## src/rtl/calc_cmd_feeder.sv

```systemverilog
// Command feeder for the calculator: buffers host commands {a, op, b} in a FIFO,
// sends each one as a three-beat byte frame and returns the calculator result as a pulse.
module calc_cmd_feeder #(
    parameter int DEPTH   = 4,
    parameter int GAP     = 0,
    parameter int RES_LAT = 1
) (
    input  logic       clk,
    input  logic       rst_n,
    input  logic       cmd_valid,
    output logic       cmd_ready,
    input  logic [7:0] cmd_a,
    input  logic [1:0] cmd_op,
    input  logic [7:0] cmd_b,
    output logic       calc_valid,
    output logic [7:0] calc_data,
    input  logic [7:0] calc_out,
    output logic       res_valid,
    output logic [7:0] res_data,
    output logic       busy
);
    localparam int             AW       = $clog2(DEPTH);
    localparam logic [AW:0]    FULL_CNT = (AW + 1)'(DEPTH);
    localparam logic [AW:0]    CNT_ONE  = 1;
    localparam logic [AW-1:0]  PTR_ONE  = 1;
    localparam logic [2:0]     GAP_LOAD = (GAP > 0) ? 3'(GAP - 1) : 3'd0;

    typedef enum logic [2:0] {IDLE, SEND_A, SEND_OP, SEND_B, GAP_WAIT} state_t;

    logic [17:0]        mem_q [DEPTH];
    logic [AW-1:0]      wr_ptr_q, wr_ptr_d, rd_ptr_q, rd_ptr_d;
    logic [AW:0]        count_q, count_d;
    state_t             state_q, state_d;
    logic [17:0]        frame_q, frame_d;
    logic [2:0]         gap_q, gap_d;
    logic [RES_LAT-1:0] tag_q, tag_d;
    logic               res_valid_q, res_valid_d;
    logic [7:0]         res_data_q, res_data_d;
    logic               push, pop, fifo_empty;

    assign cmd_ready  = (count_q != FULL_CNT);
    assign push       = cmd_valid && cmd_ready;
    assign fifo_empty = (count_q == '0);

    always_comb begin
        state_d = state_q;
        frame_d = frame_q;
        gap_d   = gap_q;
        pop     = 1'b0;
        case (state_q)
            IDLE: begin
                if (!fifo_empty) begin
                    pop     = 1'b1;
                    state_d = SEND_A;
                end
            end
            SEND_A:  state_d = SEND_OP;
            SEND_OP: state_d = SEND_B;
            SEND_B: begin
                if (GAP > 0) begin
                    gap_d   = GAP_LOAD;
                    state_d = GAP_WAIT;
                end else if (!fifo_empty) begin
                    pop     = 1'b1;
                    state_d = SEND_A;
                end else begin
                    state_d = IDLE;
                end
            end
            GAP_WAIT: begin
                if (gap_q == 3'd0) begin
                    if (!fifo_empty) begin
                        pop     = 1'b1;
                        state_d = SEND_A;
                    end else begin
                        state_d = IDLE;
                    end
                end else begin
                    gap_d = gap_q - 3'd1;
                end
            end
            default: state_d = IDLE;
        endcase
        if (pop) frame_d = mem_q[rd_ptr_q];
    end

    always_comb begin
        wr_ptr_d = push ? wr_ptr_q + PTR_ONE : wr_ptr_q;
        rd_ptr_d = pop  ? rd_ptr_q + PTR_ONE : rd_ptr_q;
        count_d  = count_q;
        if (push && !pop) count_d = count_q + CNT_ONE;
        if (pop && !push) count_d = count_q - CNT_ONE;
    end

    // Tag marks the byte-B beat; when it leaves the pipe, calc_out is settled.
    always_comb begin
        tag_d[0] = (state_q == SEND_B);
        for (int i = 1; i < RES_LAT; i++) tag_d[i] = tag_q[i-1];
        res_valid_d = tag_q[RES_LAT-1];
        res_data_d  = tag_q[RES_LAT-1] ? calc_out : res_data_q;
    end

    always_ff @(posedge clk) begin
        if (push) mem_q[wr_ptr_q] <= {cmd_a, cmd_op, cmd_b};
    end

    always_ff @(posedge clk or negedge rst_n) begin
        if (!rst_n) begin
            state_q     <= IDLE;
            frame_q     <= '0;
            gap_q       <= '0;
            wr_ptr_q    <= '0;
            rd_ptr_q    <= '0;
            count_q     <= '0;
            tag_q       <= '0;
            res_valid_q <= 1'b0;
            res_data_q  <= '0;
        end else begin
            state_q     <= state_d;
            frame_q     <= frame_d;
            gap_q       <= gap_d;
            wr_ptr_q    <= wr_ptr_d;
            rd_ptr_q    <= rd_ptr_d;
            count_q     <= count_d;
            tag_q       <= tag_d;
            res_valid_q <= res_valid_d;
            res_data_q  <= res_data_d;
        end
    end

    always_comb begin
        calc_valid = 1'b0;
        calc_data  = 8'd0;
        case (state_q)
            SEND_A:  begin calc_valid = 1'b1; calc_data = frame_q[17:10];          end
            SEND_OP: begin calc_valid = 1'b1; calc_data = {6'b0, frame_q[9:8]};    end
            SEND_B:  begin calc_valid = 1'b1; calc_data = frame_q[7:0];            end
            default: begin calc_valid = 1'b0; calc_data = 8'd0;                    end
        endcase
    end

    assign res_valid = res_valid_q;
    assign res_data  = res_data_q;
    assign busy      = (count_q != '0) || (state_q != IDLE) || (|tag_q);

endmodule

```

## config.mk

```make
export PLATFORM = sky130hd
export DESIGN_NAME = calc_cmd_feeder
export DESIGN_NICKNAME = d
export VERILOG_FILES = /design/src/rtl/calc_cmd_feeder.sv
export SDC_FILE = /design/constraint.sdc
export NUM_CORES = 1
export LEC_CHECK = 0
export BUFFER_PORTS_ARGS = -buffer_cell sky130_fd_sc_hd__buf_2
export CORE_MARGIN = 2
export CORE_UTILIZATION = 52
export CTS_BUF_LIST = sky130_fd_sc_hd__clkbuf_4 sky130_fd_sc_hd__clkbuf_8 sky130_fd_sc_hd__clkbuf_16
export CTS_CLUSTER_DIAMETER = 100
export DETAILED_ROUTE_END_ITERATION = 10
export PLACE_DENSITY = 0.75
export SYNTH_ARGS = -nofsm -noshare
export SYNTH_HDL_FRONTEND = slang
export SYNTH_SLANG_ARGS = --single-unit
```

## constraint.sdc

```tcl
create_clock -name clk -period 2.1 [get_ports clk]
set_input_delay 0.42 -clock clk [delete_from_list [all_inputs] [get_ports clk]]
set_output_delay 0.42 -clock clk [all_outputs]
set_load 0.005 [all_outputs]
```

==> metrics.cfg, run 1 <==
[layout]
area_growth_pct = 16.9
fin_area_um2 = 5030
n_fill_cell = 598
layout.nets = 328
final_cell_mix = 72 x edfxtp_1, 48 x buf_2, 35 x dfrtp_1
drive_gt1_share_pct = 50.5
fin_cells = 398
final_common_cell = edfxtp_1
n_antenna_cell = 0

[power_and_ir_drop]
p_seq_share_pct = 43.3
pwr-share-comb_pct = 41.1
p_clk_share_pct = 15.6
swShare_pct = 31.6
power.switching_mw = 2.40
vdd_ir_drop_max_mv = 0.695
p_total_mw = 7.62
power_per_cell_area_nw_per_um2 = 1510
p_int_mw = 5.21
cellLeakagePower_nw = 1.92

[timing]
fin_crit_ps = 2050
slew_violations = 0
setup_viol_count_final = 0
finalCritPeriodShare_pct = 97.8
hold_viol = 0
hold_slack_ps = 133
tightest_slew_ps = 811
setup_ws_ps = 46.3
skew_ps = 5.48
max_freq_mhz = 487
rsz0062_at_grt = true
relSlewSlack_pct = 45.9

[logic_synthesis]
yosysWarnings = 0
yosysUniqueCellTypes = 26
synth_area_um2 = 4310
yosysSeqAreaShare_pct = 71.7
syn_nets = 263
syn_area_per_cell_um2 = 19.3
netlist_instances = 223
ys_seq_elements = 109

[outcome]
outcome = complete, no violations

[setup_path]
cp_common_cell = xor2_1
worst-path-buf-inv = 2
worstSetupStartpointType = register
crit_path_end_kind = register
worstSetupPathType = register to register
worstPathArrival_ps = 2300
cp_max_fo = 4
critPathTopFamily = adder cells
cp.required_ps = 2350
cp_cell_sequence = inv_2, ha_2, nor2_4, ha_4, inv_1, fa_2, xor2_1, nor2_1, xor2_1
crit_path_max_incr_delay_ps = 460
cpMaxStageDelayCell = dfrtp_2

[placement]
place_inst = 377
io_buffers = 48
dp_worst_setup_slack_ps = 23.5
placed_area_um2 = 4720
routabilityCongestion = 0.726
place_hpwl_mm = 4.47

[global_routing]
grt_first_pass_wirelength_mm = 11.0
overflow = 0
grt_use_total_pct = 17.0
antenna_found_initial = 0
grt_pass1_vias = 2222
grt_max_degree = 38

[route]
dr_total_vias = 2160
drc_errors = 0
wl_per_cell_um = 17.9
dr.pass1.iters = 4
routed_wl_mm = 7.11
drtAntennaViolNets = 0
viasPerCell = 5.43
drt_iter0_drc = 72

[floorplan]
initial_core_util_pct = 52.9
die_h_um = 95.0
core_um2 = 8130
rows = 33
io_pins = 49
die-area_um2 = 9030
die_x_um = 95.0

[cts]
numCtsBuffers = 9
htreeDepth = 3
clock-root-buffer = clkbuf_8
max-clock-path-buffers = 2
cts_tree = yes
clk_pin_slew_ps = 100
cts_num_sinks = 109
hold_buffers = 0
insertion_delay_ps = 360

[flow_run]
drv_cap = 0

[min_path]
worstHoldPathType = input port to async pin

## worst register-to-register path, delay by kind of cell, from the launching register on
| family | cells | cell delay (ps) |
|---|---|---|
| adders and majority gates | 3 | 790 |
| DFF | 1 | 460 |
| xor gates and xnor gates | 2 | 320 |
| and+or+nand+nor | 2 | 210 |
| buffers and inverters | 2 | 160 |
## timing repair
item / CTS / global route
gates resized for setup: 4 / 18
pin swaps: 2 / 10
buffers inserted: 0 / 5
hold endpoints to repair: 0 / 0
setup endpoints to repair: 8 / 12
## logic make-up (layout without fill, tap and decap cells)
kind of cell             count (synthesis)  in the layout  synth area share, %
AO/OA/AOI/OAI                           10             10                 1.86
XOR/XNOR                                 6              6                 1.22
multiplexers                            46             46                 16.8
flip-flops                             109            109                 71.7
buffers and inverters                   19             89                 2.12
AND/OR/NAND/NOR                         22             22                 2.91
adder cells (fa/ha/maj)                 11             11                 3.37
## state kept, by name, indices dropped and copies added, names as in the netlist
register	flops
frame_q	18
count_q	3
rd_ptr_q	2
mem_q	72
res_data	8
res_valid_d	1
res_valid	1
wr_ptr_q	2
state_q	2
## final timing paths
| path | start | end | slack (ps) | depth (start not counted) |
|---|---|---|---|---|
| setup / recovery | state_q[0] | count_q[2] | 50 | 9 |
| hold / removal | rst_n | res_data[1] | 130 | 1 |
| min in group clk | cmd_a[6] | mem_q[2][16] | 270 | 1 |
| max in group asynchronous | rst_n | state_q[1] | 1390 | 1 |
| hold reg to reg | res_data[3] | res_data[3] | 510 | 1 |
| setup reg to reg | state_q[0] | count_q[2] | 50 | 9 |
## layer usage
metal / vias up / GRT usage [%] / wire length (um)
li1: 987 / - / -
met1: 1102 / 21.2 / 3070
met2: 60 / 29.3 / 3660
met3: 11 / 4.15 / 256
met4: 0 / 6.04 / 119
met5: - / 0 / 0
## synth_stat cells (all sizes together)
library cell  number  area, um^2
and2               1        8.76
nor2b              1        6.26
a222oi             2        20.0
edfxtp            72        2160
xor2               4        35.0
or3b               1        11.3
and3               4        30.0
nor2              10        37.5
o21ai              1        5.00
nor3               1        10.0
ha                10         125
mux4              18         405
o32a               1        10.0
nor3b              1        7.51
nand2              2        7.51
fa                 1        20.0
a22oi              6        45.0
dfrtp             37         926
or2                1        6.26
mux2              28         319
inv                9        33.8
buf                6        42.5
xnor2              2        17.5
clkbuf             4        15.0
## layout make-up
cell class              count  area [um^2]  share of cell area (%)
inverters                   9         36.3                   0.721
multi-input cells          95         1200                    23.9
repair buffers             64          380                    7.56
flip-flops and latches    109         3090                    61.4
clock buffers              11          151                    3.01
well taps                 105          131                    2.61
clock inverters             5         41.3                   0.820
## through the flow
step,util [%],setup TNS [ps]
floorplan,-,0
global placement,58.0,0
detailed placement,58.0,0
CTS,60.5,-17.2
global route,61.9,-133
finish,61.9,0
## power by group through the flow
stage	Combinational, mW	Clock, mW	Sequential (mW)
2_1_floorplan	2.09	0	3.26
3_3_place_gp	2.84	0	3.29
3_5_place_dp	2.92	0	3.33
4_1_cts	2.96	1.23	3.28
5_1_grt	3.43	1.30	3.38
6_report	3.13	1.19	3.30
Power figures use the tool's default switching activity.
==> run 2: changes to the inputs <==
--- a/config.mk
+++ b/config.mk
@@ -11,6 +11,7 @@
 export CTS_BUF_LIST = sky130_fd_sc_hd__clkbuf_4 sky130_fd_sc_hd__clkbuf_8 sky130_fd_sc_hd__clkbuf_16
 export CTS_CLUSTER_DIAMETER = 100
 export DETAILED_ROUTE_END_ITERATION = 10
+export GPL_TIMING_DRIVEN = 0
 export PLACE_DENSITY = 0.75
 export SYNTH_ARGS = -nofsm -noshare
 export SYNTH_HDL_FRONTEND = slang
==> run 2 against run 1 <==
Sequential cell count unchanged. Sequential share of layout area decreased by 1.0 points. Via count increased by 2.5%. Setup slack got worse by 33 ps. Die area unchanged. Critical path depth decreased by 3. Non-clock buffer count increased by 11. Clock skew increased by 7.5 ps. Maximum frequency decreased by 1.6%. Final cell count increased by 2.8%. First-iteration DRC count increased by 43%. Critical endpoint is now calc_data[2].
==> metrics.cfg, run 2 (synthesis gave the netlist of run 1 again) <==
[outcome]
outcome = complete, no violations  ; unchanged

[power_and_ir_drop]
cellLeakagePower_nw = 1.96  ; was 1.92 nW
vdd_ir_drop_max_mv = 0.500  ; was 0.695 mV
swShare_pct = 31.8  ; was 31.6%
p_seq_share_pct = 42.0  ; was 43.3%
pwr-share-comb_pct = 43.6  ; was 41.1%
power_per_cell_area_nw_per_um2 = 1530  ; was 1510 nW/um^2
power.switching_mw = 2.48  ; was 2.40 mW
p_int_mw = 5.33  ; was 5.21 mW
p_clk_share_pct = 14.4  ; was 15.6%

[layout]
fin_area_um2 = 5110  ; was 5030 um^2
final_common_cell = edfxtp_1  ; unchanged
n_antenna_cell = 0  ; unchanged
largest_reg_flops = 72  ; unchanged
fin_cells = 409  ; was 398
final_cell_mix = 72 x edfxtp_1, 51 x buf_2, 37 x dfrtp_1  ; was 72 x edfxtp_1, 48 x buf_2, 35 x dfrtp_1
drive_gt1_share_pct = 53.6  ; was 50.5%
area_growth_pct = 18.7  ; was 16.9%
top_register = mem_q  ; unchanged
layout.nets = 339  ; was 328

[floorplan]
rows = 33  ; unchanged
die_x_um = 95.0  ; unchanged
initial_core_util_pct = 52.9  ; unchanged
io_pins = 49  ; unchanged
die-area_um2 = 9030  ; unchanged
die_h_um = 95.0  ; unchanged
core_um2 = 8130  ; unchanged

[timing]
rsz0062_at_grt = true  ; unchanged
slew_violations = 0  ; unchanged
relSlewSlack_pct = 45.5  ; was 45.9%
finalCritPeriodShare_pct = 99.3  ; was 97.8%
tightest_slew_ps = 817  ; was 811 ps
max_freq_mhz = 479  ; was 487 MHz
hold_slack_ps = 142  ; was 133 ps
skew_ps = 13.0  ; was 5.48 ps
setup_viol_count_final = 0  ; unchanged
fin_crit_ps = 2090  ; was 2050 ps
hold_viol = 0  ; unchanged

[cts]
numCtsBuffers = 9  ; unchanged
cts_tree = yes  ; unchanged
hold_buffers = 0  ; unchanged
max-clock-path-buffers = 2  ; unchanged
clk_pin_slew_ps = 100  ; about the same
clock-root-buffer = clkbuf_8  ; unchanged
htreeDepth = 3  ; unchanged
cts_num_sinks = 109  ; unchanged
insertion_delay_ps = 360  ; about the same

[global_routing]
antenna_found_initial = 0  ; unchanged
grt_first_pass_wirelength_mm = 11.5  ; was 11.0 mm
overflow = 0  ; unchanged
grt_use_total_pct = 18.1  ; was 17.0%
grt_max_degree = 38  ; unchanged
grt_pass1_vias = 2209  ; was 2222

[setup_path]
rrSetupSlack_ps = 20  ; was 50 ps
worstPathArrival_ps = 1670  ; was 2300 ps
worstSetupPathType = register to primary output  ; was register to register
cp.required_ps = 1680  ; was 2350 ps
cp_max_fo = 6  ; was 4
crit_path_end_kind = primary output  ; was register
worstSetupStartpointType = register  ; unchanged

[placement]
place_hpwl_mm = 4.42  ; was 4.47 mm
routabilityCongestion = 0.705  ; was 0.726
place_inst = 376  ; was 377
io_buffers = 48  ; unchanged
placed_area_um2 = 4680  ; was 4720 um^2

[route]
viasPerCell = 5.42  ; was 5.43
dr.pass1.iters = 5  ; was 4
drt_iter0_drc = 103  ; was 72
drtAntennaViolNets = 0  ; unchanged
drc_errors = 0  ; unchanged
routed_wl_mm = 7.26  ; was 7.11 mm
wl_per_cell_um = 17.7  ; was 17.9 um
dr_total_vias = 2215  ; was 2160

[min_path]
worstHoldPathType = input port to async pin  ; unchanged

[flow_run]
drv_cap = 0  ; unchanged

run 2: layout make-up:
type / instances / area, um^2
fillers: 581 / 3020
plain buffers: 7 / 52.6
inverters: 9 / 33.8
well taps: 105 / 131
repair buffers: 68 / 394
multi-input cells: 95 / 1240
flip-flops and latches: 109 / 3090
clock buffers: 10 / 138
clock inverters: 6 / 37.5
run 2: stage by stage:
step                      power, mW  setup slack, ps  TNS [ps]  util (%)
after floorplan                5.35             6.97         0         -
after global placement         6.05             -118      -118      57.6
after detailed placement       6.18             -209      -209      57.6
after CTS                      7.66            -61.5     -80.0      61.6
after global routing           8.35             -106      -473      62.8
final                          7.82             13.7         0      62.8
run 2: path summary, 6_finish.rpt:
check	startpoint	cells after the start	end
min in group clk	cmd_a[1]	1	mem_q[3][11]
setup reg to reg	count_q[1]	9	count_q[2]
hold reg to reg	res_valid_d	0	res_valid
max in group asynchronous	rst_n	1	frame_q[2]
hold / removal	rst_n	1	res_data[1]
setup / recovery	state_q[0]	6	calc_data[2]
run 2: worst max-delay path, cell delays in order (launching register included):
cell,delay (ps)
dfrtp_1,430
buf_4,160
ha_4,160
buf_4,170
a22oi_2,170
nor2_2,70
buf_2,120
run 2: what timing repair did:
action / 4_1_cts / 5_1_grt
setup buffers: 14 / 6
hold endpoints to repair: 0 / 0
pin swaps: 9 / 17
gates cloned: 0 / 0
resized for setup: 15 / 15
setup endpoints to repair: 12 / 11
run 2: metal layers:
layer  vias to the layer above  global-route usage, %  part of all wire (%)
li1                       1007                      -                     -
met2                        64                   30.3                    52
met5                         -                      0                     0
met1                      1134                   23.3                    41
met3                        10                   3.91                   5.2
met4                         0                   7.25                   1.6
run 2: power by group through the flow:
stage	sequential [mW]	clock [mW]	combinational [mW]
2_1_floorplan	3.26	0	2.09
3_3_place_gp	3.29	0	2.76
3_5_place_dp	3.33	0	2.85
4_1_cts	3.26	1.16	3.24
5_1_grt	3.34	1.26	3.75
6_report	3.28	1.13	3.41
==> run 3: changes to the inputs <==
--- a/config.mk
+++ b/config.mk
@@ -13,6 +13,7 @@
 export DETAILED_ROUTE_END_ITERATION = 10
 export GPL_TIMING_DRIVEN = 0
 export PLACE_DENSITY = 0.75
+export REMOVE_ABC_BUFFERS = 1
 export SYNTH_ARGS = -nofsm -noshare
 export SYNTH_HDL_FRONTEND = slang
 export SYNTH_SLANG_ARGS = --single-unit
==> run 3 against run 2 <==
The run now ends with negative setup slack left. Hold slack gained 0.88 ps. Non-clock buffer count shrank 20. Via count shrank 4.8%. First-iteration DRC count grew 12%. Maximum frequency shrank 2.1%. Final cell count shrank 4.9%. Power shrank 3.6%. Largest cell class unchanged. Clock skew is essentially flat. Final area shrank 3.0%. Combinational power shrank 18%.
==> metrics.cfg, run 3 (synthesis gave the netlist of run 1 again) <==
[global_routing]
grt_util_met2_pct = 29.1  ; was 30.3%
grt.busiest_layer = met2  ; unchanged
grt.met1_usage_pct = 21.0  ; was 23.3%
use_met3_pct = 5.35  ; was 3.91%
grt_max_degree = 38  ; unchanged
grt_use_total_pct = 17.1  ; was 18.1%
grt_first_pass_wirelength_mm = 10.9  ; was 11.5 mm
antenna_found_initial = 0  ; unchanged
grt_pass1_vias = 2139  ; was 2209
overflow = 0  ; unchanged

[floorplan]
die_h_um = 95.0  ; unchanged
io_pins = 49  ; unchanged
initial_core_util_pct = 52.9  ; unchanged
die-area_um2 = 9030  ; unchanged
die_x_um = 95.0  ; unchanged
rows = 33  ; unchanged
core_um2 = 8130  ; unchanged

[timing]
finalCritPeriodShare_pct = 101  ; was 99.3%
fin_crit_ps = 2130  ; was 2090 ps
hold_slack_ps = 143  ; was 142 ps
tightest_slew_ps = 902  ; was 817 ps
fin_setup_tns_ps = -30.4  ; was 0 ps
setup_viol_count_final = 1  ; was 0
slew_violations = 0  ; unchanged
setup_ws_ps = -30.4  ; was 13.7 ps
relSlewSlack_pct = 39.9  ; was 45.5%
max_freq_mhz = 469  ; was 479 MHz
skew_ps = 13.3  ; was 13.0 ps
hold_viol = 0  ; unchanged
rsz0062_at_grt = true  ; unchanged

[outcome]
violations = negative setup slack
outcome = finished with violations  ; was complete, no violations

[route]
wl_per_cell_um = 17.9  ; was 17.7 um
dr.pass1.iters = 4  ; was 5
drc_errors = 0  ; unchanged
drt_iter0_drc = 115  ; was 103
drtAntennaViolNets = 0  ; unchanged
viasPerCell = 5.42  ; about the same
routed_wl_mm = 6.98  ; was 7.26 mm
dr_total_vias = 2108  ; was 2215

[layout]
n_fill_cell = 599  ; was 581
drive_gt1_share_pct = 48.9  ; was 53.6%
top_register = mem_q  ; unchanged
final_cell_mix = 72 x edfxtp_1, 48 x buf_2, 33 x dfrtp_1  ; was 72 x edfxtp_1, 51 x buf_2, 37 x dfrtp_1
layout.nets = 319  ; was 339
area_growth_pct = 15.2  ; was 18.7%
largest_reg_flops = 72  ; unchanged
final_common_cell = edfxtp_1  ; unchanged
fin_area_um2 = 4960  ; was 5110 um^2
fin_util_pct = 61.0  ; was 62.8%
n_antenna_cell = 0  ; unchanged

[setup_path]
worstSetupStartpointType = register  ; unchanged
crit_path_end_kind = register  ; was primary output
cp.required_ps = 2400  ; was 1680 ps
worstSetupPathType = register to register  ; was register to primary output
reg2reg_from = count_q[0]  ; was count_q[1]
worstPathArrival_ps = 2430  ; was 1670 ps
cp_max_fo = 5  ; was 6
worstSetupStartpoint = count_q[0]  ; was state_q[0]

[cts]
clk_pin_slew_ps = 100  ; about the same
max-clock-path-buffers = 2  ; unchanged
insertion_delay_ps = 360  ; about the same
clock-root-buffer = clkbuf_8  ; unchanged
numCtsBuffers = 9  ; unchanged
htreeDepth = 3  ; unchanged
cts_num_sinks = 109  ; unchanged
cts_tree = yes  ; unchanged

[placement]
routabilityCongestion = 0.679  ; was 0.705
placed_area_um2 = 4640  ; was 4680 um^2
place_hpwl_mm = 4.38  ; was 4.42 mm
dp_worst_setup_slack_ps = -288  ; was -209 ps
io_buffers = 48  ; unchanged

[power_and_ir_drop]
power_per_cell_area_nw_per_um2 = 1520  ; was 1530 nW/um^2
cellLeakagePower_nw = 1.89  ; was 1.96 nW
vdd_ir_drop_max_mv = 0.602  ; was 0.500 mV

[flow_run]
drv_cap = 0  ; unchanged

[min_path]
worstHoldPathType = input port to async pin  ; unchanged

[run 3: cell types whose count changed in the layout (fill, tap and decap cells not counted), sizes merged]
cell	before	now
buf	74	55
clkbuf	11	12
clkinv	4	3
clkinvlp	1	0
[run 3: where the power goes]
group / internal, mW / switching [mW]
Clock: 0.553 / 0.670
Combinational: 1.63 / 1.17
Sequential: 3.01 / 0.504
Total: 5.19 / 2.34
[run 3: path summary, 6_finish.rpt]
path,endpoint,slack [ps],cells past startpoint
min,res_data[6],140,1
max reg2reg,count_q[2],-30,9
max,count_q[2],-30,9
min reg2reg,res_data[2],510,1
min in group clk,mem_q[2][15],270,1
max in group asynchronous,rd_ptr_q[0],1370,1
[run 3: stage by stage]
stage | total power [mW] | instances
CTS | 7.40 | 384
detailed placement | 6.14 | 367
global placement | 5.87 | 366
floorplan | 5.23 | 213
global route | 8.05 | 389
finish | 7.54 | 389
[run 3: cell type report]
cell class / count / area, um^2 / share of cell area (%)
Clock buffer: 12 / 170 / 3.43
Clock inverter: 4 / 28.8 / 0.580
Sequential cell: 109 / 3090 / 62.4
Multi-Input combinational cell: 95 / 1200 / 24.2
Tap cell: 105 / 131 / 2.65
Inverter: 9 / 33.8 / 0.681
Timing Repair Buffer: 55 / 304 / 6.13
[run 3: routing by layer]
| layer | vias to the layer above | share of wire [%] | wire length (um) |
|---|---|---|---|
| met5 | - | 0 | 0 |
| met4 | 0 | 0.60 | 42 |
| met3 | 4 | 4.6 | 318 |
| met2 | 50 | 53 | 3720 |
| met1 | 1089 | 42 | 2900 |
| li1 | 965 | - | - |
[run 3: worst max-delay path, cell delays in order (launching register included)]
cell     delay (ps)
dfrtp_2         460
or3b_4          430
and2_4          150
inv_1            50
ha_2            180
inv_1            50
fa_2            330
xor2_1          140
nor2_1          120
xor2_1          150
[run 3: timing repair]
item,CTS,global route
hold buffers,0,0
pin swaps,3,8
setup buffers,1,5
endpoints found under the hold margin,0,0
endpoints found under the setup margin,28,12
gates resized for setup,4,15
